==> src/rtl/vga_scanout.sv <==
// rtl/vga_scanout.sv - VGA timing generator and pixel FIFO consumer with SOF resynchronisation.
// Optional statistics counters are built only when VGA_SCANOUT_STAT_EN is defined.
module vga_scanout #(
    parameter int DATA_WIDTH = 25,
    parameter int H_ACTIVE   = 640,
    parameter int H_FP       = 16,
    parameter int H_SYNC     = 96,
    parameter int H_BP       = 48,
    parameter int V_ACTIVE   = 480,
    parameter int V_FP       = 10,
    parameter int V_SYNC     = 2,
    parameter int V_BP       = 33,
    parameter bit HSYNC_POL  = 1'b0,
    parameter bit VSYNC_POL  = 1'b0
) (
    input  logic                  clk,
    input  logic                  rst,
    input  logic                  en,
    input  logic                  fifo_vld,
    output logic                  fifo_rdy,
    input  logic [DATA_WIDTH-1:0] fifo_data,
    input  logic                  fifo_aempty,
    output logic                  vga_hsync,
    output logic                  vga_vsync,
    output logic                  vga_de,
    output logic [DATA_WIDTH-2:0] vga_rgb,
    output logic                  frame_start,
    output logic                  underrun,
    input  logic                  underrun_clr,
    output logic [15:0]           underrun_cnt,
    output logic [15:0]           frame_cnt
);

    localparam int H_TOTAL = H_ACTIVE + H_FP + H_SYNC + H_BP;
    localparam int V_TOTAL = V_ACTIVE + V_FP + V_SYNC + V_BP;
    localparam int HW      = $clog2(H_TOTAL);
    localparam int VW      = $clog2(V_TOTAL);

    localparam logic [HW-1:0] H_ACT  = HW'(H_ACTIVE);
    localparam logic [HW-1:0] HS_BEG = HW'(H_ACTIVE + H_FP);
    localparam logic [HW-1:0] HS_END = HW'(H_ACTIVE + H_FP + H_SYNC);
    localparam logic [HW-1:0] H_LAST = HW'(H_TOTAL - 1);
    localparam logic [VW-1:0] V_ACT  = VW'(V_ACTIVE);
    localparam logic [VW-1:0] VS_BEG = VW'(V_ACTIVE + V_FP);
    localparam logic [VW-1:0] VS_END = VW'(V_ACTIVE + V_FP + V_SYNC);
    localparam logic [VW-1:0] V_LAST = VW'(V_TOTAL - 1);

    typedef enum logic [1:0] {IDLE, SYNC, RUN, RESYNC} state_t;

    state_t                state_q;
    logic [HW-1:0]         h_q;
    logic [VW-1:0]         v_q;
    logic                  hsync_q, vsync_q, de_q, fs_q, underrun_q;
    logic [DATA_WIDTH-2:0] rgb_q;

    logic sof, running, active, origin, h_last, frame_last;
    logic px_ok, px_err, hs_on, vs_on;
    logic hsync_d, vsync_d, de_d, fs_d;
    logic [DATA_WIDTH-2:0] rgb_d;

    assign sof        = fifo_data[DATA_WIDTH-1];
    assign running    = (state_q == RUN) || (state_q == RESYNC);
    assign active     = (h_q < H_ACT) && (v_q < V_ACT);
    assign origin     = (h_q == '0) && (v_q == '0);
    assign h_last     = (h_q == H_LAST);
    assign frame_last = h_last && (v_q == V_LAST);
    assign hs_on      = (h_q >= HS_BEG) && (h_q < HS_END);
    assign vs_on      = (v_q >= VS_BEG) && (v_q < VS_END);

    // A good pixel needs data present and SOF exactly at the origin; anything else is an error.
    assign px_ok  = (state_q == RUN) && active && fifo_vld && (sof == origin);
    assign px_err = (state_q == RUN) && active && !(fifo_vld && (sof == origin));

    always_comb begin
        fifo_rdy = 1'b0;
        case (state_q)
            SYNC, RESYNC: fifo_rdy = fifo_vld && !sof;
            RUN:          fifo_rdy = px_ok;
            default:      fifo_rdy = 1'b0;
        endcase
    end

    always_comb begin
        hsync_d = (running && hs_on) ? HSYNC_POL : !HSYNC_POL;
        vsync_d = (running && vs_on) ? VSYNC_POL : !VSYNC_POL;
        de_d    = (state_q == RUN) && active;
        rgb_d   = px_ok ? fifo_data[DATA_WIDTH-2:0] : '0;
        fs_d    = px_ok && origin;
    end

    always_ff @(posedge clk) begin
        if (rst) begin
            state_q    <= IDLE;
            h_q        <= '0;
            v_q        <= '0;
            hsync_q    <= !HSYNC_POL;
            vsync_q    <= !VSYNC_POL;
            de_q       <= 1'b0;
            rgb_q      <= '0;
            fs_q       <= 1'b0;
            underrun_q <= 1'b0;
        end else begin
            if (running) begin
                h_q <= h_last ? '0 : h_q + 1'b1;
                if (h_last) v_q <= (v_q == V_LAST) ? '0 : v_q + 1'b1;
            end else begin
                h_q <= '0;
                v_q <= '0;
            end

            case (state_q)
                IDLE:    if (en) state_q <= SYNC;
                SYNC: begin
                    if (!en)                                  state_q <= IDLE;
                    else if (fifo_vld && sof && !fifo_aempty) state_q <= RUN;
                end
                RUN: begin
                    if (frame_last && !en) state_q <= IDLE;
                    else if (px_err)       state_q <= RESYNC;
                end
                RESYNC: begin
                    if (frame_last) begin
                        if (!en)                 state_q <= IDLE;
                        else if (fifo_vld && sof) state_q <= RUN;
                    end
                end
                default: state_q <= IDLE;
            endcase

            hsync_q <= hsync_d;
            vsync_q <= vsync_d;
            de_q    <= de_d;
            rgb_q   <= rgb_d;
            fs_q    <= fs_d;

            if (px_err)            underrun_q <= 1'b1;
            else if (underrun_clr) underrun_q <= 1'b0;
        end
    end

    assign vga_hsync   = hsync_q;
    assign vga_vsync   = vsync_q;
    assign vga_de      = de_q;
    assign vga_rgb     = rgb_q;
    assign frame_start = fs_q;
    assign underrun    = underrun_q;

`ifdef VGA_SCANOUT_STAT_EN
    logic [15:0] ucnt_q, fcnt_q;

    always_ff @(posedge clk) begin
        if (rst) begin
            ucnt_q <= '0;
            fcnt_q <= '0;
        end else begin
            if (px_err && (ucnt_q != 16'hFFFF))         ucnt_q <= ucnt_q + 16'd1;
            if (px_ok && origin && (fcnt_q != 16'hFFFF)) fcnt_q <= fcnt_q + 16'd1;
        end
    end

    assign underrun_cnt = ucnt_q;
    assign frame_cnt    = fcnt_q;
`else
    assign underrun_cnt = 16'h0;
    assign frame_cnt    = 16'h0;
`endif

endmodule

==> config.mk <==
export PLATFORM = sky130hd
export DESIGN_NAME = vga_scanout
export DESIGN_NICKNAME = d
export VERILOG_FILES = /design/src/rtl/vga_scanout.sv
export SDC_FILE = /design/constraint.sdc
export NUM_CORES = 1
export LEC_CHECK = 0
export BUFFER_PORTS_ARGS = -buffer_cell sky130_fd_sc_hd__buf_2
export CAP_MARGIN = 10
export CORE_MARGIN = 2
export CORE_UTILIZATION = 48
export DETAILED_ROUTE_END_ITERATION = 16
export PLACE_DENSITY = 0.8
export SYNTH_ARGS = -nofsm -noshare
export SYNTH_HDL_FRONTEND = slang
export SYNTH_SLANG_ARGS = --single-unit
==> constraint.sdc <==
create_clock -name clk -period 2.37 [get_ports clk]
set_input_delay 0.474 -clock clk [delete_from_list [all_inputs] [get_ports clk]]
set_output_delay 0.474 -clock clk [all_outputs]
set_load 0.05 [all_outputs]
==> metrics.yaml <==
clocking:
  cts.clk_slew.worst_paths_ps: 100
  insertion_delay_ps: 300
  tritoncts: "done"
  clockRootBuffer: "clkbuf_8"
  h-tree-depth: 2
  numCtsBuffers: 5
  cts_hold_buf: 0
  cts_sinks: 51
  clock_path_buffers: 2
power_and_ir_drop:
  vdd_drop_max_uv: 333
  power_leakage_nw: 1.23
  power_density_nw_per_um2: 586
  p_clk_frac: 0.332
  pwr-share-seq: 0.548
  p_comb_frac: 0.120
  internal_power_mw: 1.14
  sw_frac_of_total: 0.279
  p_sw_mw: 0.441
  p_total_mw: 1.58
critical_path:
  critPathTopFamily: "simple AND/OR/NAND/NOR gates"
  worstPathCellList: "inv_1, ha_1, or2b_1, or4_4, nor2_4, and3_1, o21a_2, buf_6"
  required_ps: 1900
  reg2reg_from: "h_q[1]"
  max_stage_delay_ps: 480
  worst-path-buf-inv: 2
  start_kind: "flip-flop"
  path_max_fanout: 5
  critPathSlowestCell: "or4_4"
  cp.arrival_ps: 2150
  critical_path_class: "reg -> out"
  setup.worst_path.start: "h_q[1]"
  cp-end-kind: "output pin"
placement:
  gp_congestion: 0.840
  dp_hpwl_um: 3210
  dp_cells: 357
  io_buffers: 60
logic_synthesis:
  synthesis.area_um2: 2280
  muxShareOfSynthArea: 0
  synth.avg_cell_area_um2: 9.22
  yosysWarnings: 0
  synth_area_leader_cell: "dfxtp_1"
  synth_top_cell_area_share: 0.448
  synth_top_family_by_area: "simple AND/OR/NAND/NOR gates"
  ys_types: 41
  synth-simple-area-share: 0.283
  seq_area_frac_synth: 0.448
  synth_compound_area_frac: 0.0500
  ys_seq_elements: 51
  synth-xor-area-share: 0.0615
  syn_inst: 247
  synthTopCellsByArea: "dfxtp_1, buf_4, and2_2, nor2_1, xor2_1"
  synth_fa_ha_area_frac: 0.0220
global_route:
  grt_max_degree: 25
  grt_pass1_vias: 1475
  grtUsageTotal: 0.154
  grt_antenna_before_repair: 0
  grt.overflow.total: 0
  grt_pass1_wl_um: 6380
final_layout:
  final_nets: 348
  final_common_cell: "buf_2"
  finalNonFillerCells: 368
  syn_to_final_growth_pct: 18.3
  mostFrequentLayoutCells: "buf_2, dfxtp_1, conb_1, nor2_1, and2_2"
  n_antenna_cell: 0
  drive_above_1_share: 0.354
  final_util: 0.579
run:
  drv_cap: 0
sta:
  grt_setup_unrepaired: "yes"
  fmax_mhz: 381
  tightest_slew_ps: 564
  slew_headroom: 0.620
  period_needed_ps: 2620
  slew_viol_final: 0
  fin_tns_setup_ps: -252
  worst_slack_ps: -252
  setup_viol: 1
  hold_viol: 0
  fin_crit_sh: 1.11
  finClkSkew_ps: 9.39
detailed_routing:
  vias: 1768
  wl_per_cell_um: 11.9
  vias_per_cell: 4.80
  ant_nets: 0
  drc: 0
  drt_iter0_drc: 101
  wl_um: 4380
  dr.pass1.iters: 4
floorplanning:
  fp-row-count: 25
  fp.dieH_um: 72.9
  coreArea_um2: 4660
  start_util: 0.489
  die_w_um: 72.9
  io_pins: 93
  die-area_um2: 5310
min_path:
  hp-class: "in -> reg"
  holdCritStartpoint: "fifo_data[4]"
run_status:
  status: "finished with violations"
  violations: "setup timing"
## power by group through the flow
stage,clock network [mW],logic [mW],registers (mW)
finish,0.524,0.190,0.865
global route,0.571,0.200,0.867
CTS,0.538,0.186,0.865
detailed placement,0,0.183,0.885
global placement,0,0.181,0.886
floorplan,0,0.182,0.892
## flip-flops by register name (all words and copies together), names as in the netlist
register / flops
frame_start: 1
h_q: 10
state_q: 2
underrun: 1
v_q: 10
vga_de: 1
vga_hsync: 1
vga_rgb: 24
vga_vsync: 1
## final cells by class
| cell class | instances | area [um^2] |
|---|---|---|
| fill | 395 | 1960 |
| multi-input combinational | 180 | 1110 |
| sequential | 51 | 1020 |
| timing repair buffer | 68 | 367 |
| clock buffer | 6 | 82.6 |
| tap | 54 | 67.6 |
| inverter | 7 | 26.3 |
| clock inverter | 2 | 16.3 |
## synthesized netlist by cell type
cell	count
dfxtp_1	51
nand4_1	7
o21ai_1	1
and2_1	1
o31a_2	1
buf_2	2
nor4b_1	1
nand3_1	6
xnor2_1	6
xor2_1	10
inv_1	7
nor2_1	24
o31a_1	1
nand4b_1	2
nor4_1	4
nand2_1	8
nor2b_1	2
nand2b_1	2
buf_4	32
clkbuf_1	5
a21oi_1	6
nand3b_1	3
o31ai_1	1
clkbuf_2	2
or2_4	1
nor3_1	9
a21o_1	2
and4_1	2
and2_2	23
ha_1	4
or4_1	2
and3_1	7
o21ai_0	3
and3_2	1
and2b_1	1
nor3b_2	1
o21a_1	2
or2b_1	1
a211oi_1	1
or3_2	1
conb_1	1
## kinds of logic after synthesis
logic type / count (synthesis)
AND/OR/NAND/NOR: 109
flip-flops: 51
buffers and inverters: 48
AO/OA/AOI/OAI: 18
XOR/XNOR: 16
adder cells (fa/ha/maj): 4
other: 1
## path summary, 6_finish.rpt
| kind | to | slack (ps) | cells after the start |
|---|---|---|---|
| worst min-delay path | vga_rgb[4] | 360 | 2 |
| worst min register to register | vga_vsync | 480 | 1 |
| worst max register to register | vga_rgb[18] | 150 | 8 |
| worst max-delay path | fifo_rdy | -250 | 8 |
## routing by layer
metal | GRT usage | wire length (um) | vias to the layer above | part of all wire
met5 | 0 | 0 | - | 0
met4 | 0.0761 | 77 | 0 | 0.018
met1 | 0.185 | 1860 | 832 | 0.42
met2 | 0.264 | 2290 | 44 | 0.52
met3 | 0.0262 | 159 | 7 | 0.036
li1 | - | - | 885 | -
## timing repair
action	4_1_cts	5_1_grt
pin swaps	0	1
gates resized for setup	7	4
setup endpoints to repair	25	25
gates cloned	0	1
buffers inserted	0	2
## worst reg2reg max path, stage by stage (launching register included)
cell	delay [ps]
dfxtp_2	340
inv_1	60
ha_1	140
or2b_1	230
or4_4	480
buf_4	170
nor3_2	340
nor3b_4	140
and2_2	220
## through the flow
stage	area [um^2]	hold WS (ps)	setup WS (ps)
floorplan	2400	426	69.7
global placement	2530	469	-33.4
detailed placement	2530	464	-172
CTS	2650	355	-241
global route	2700	365	-333
finish	2700	361	-252
Note: power is estimated with default switching activity, not from simulation.
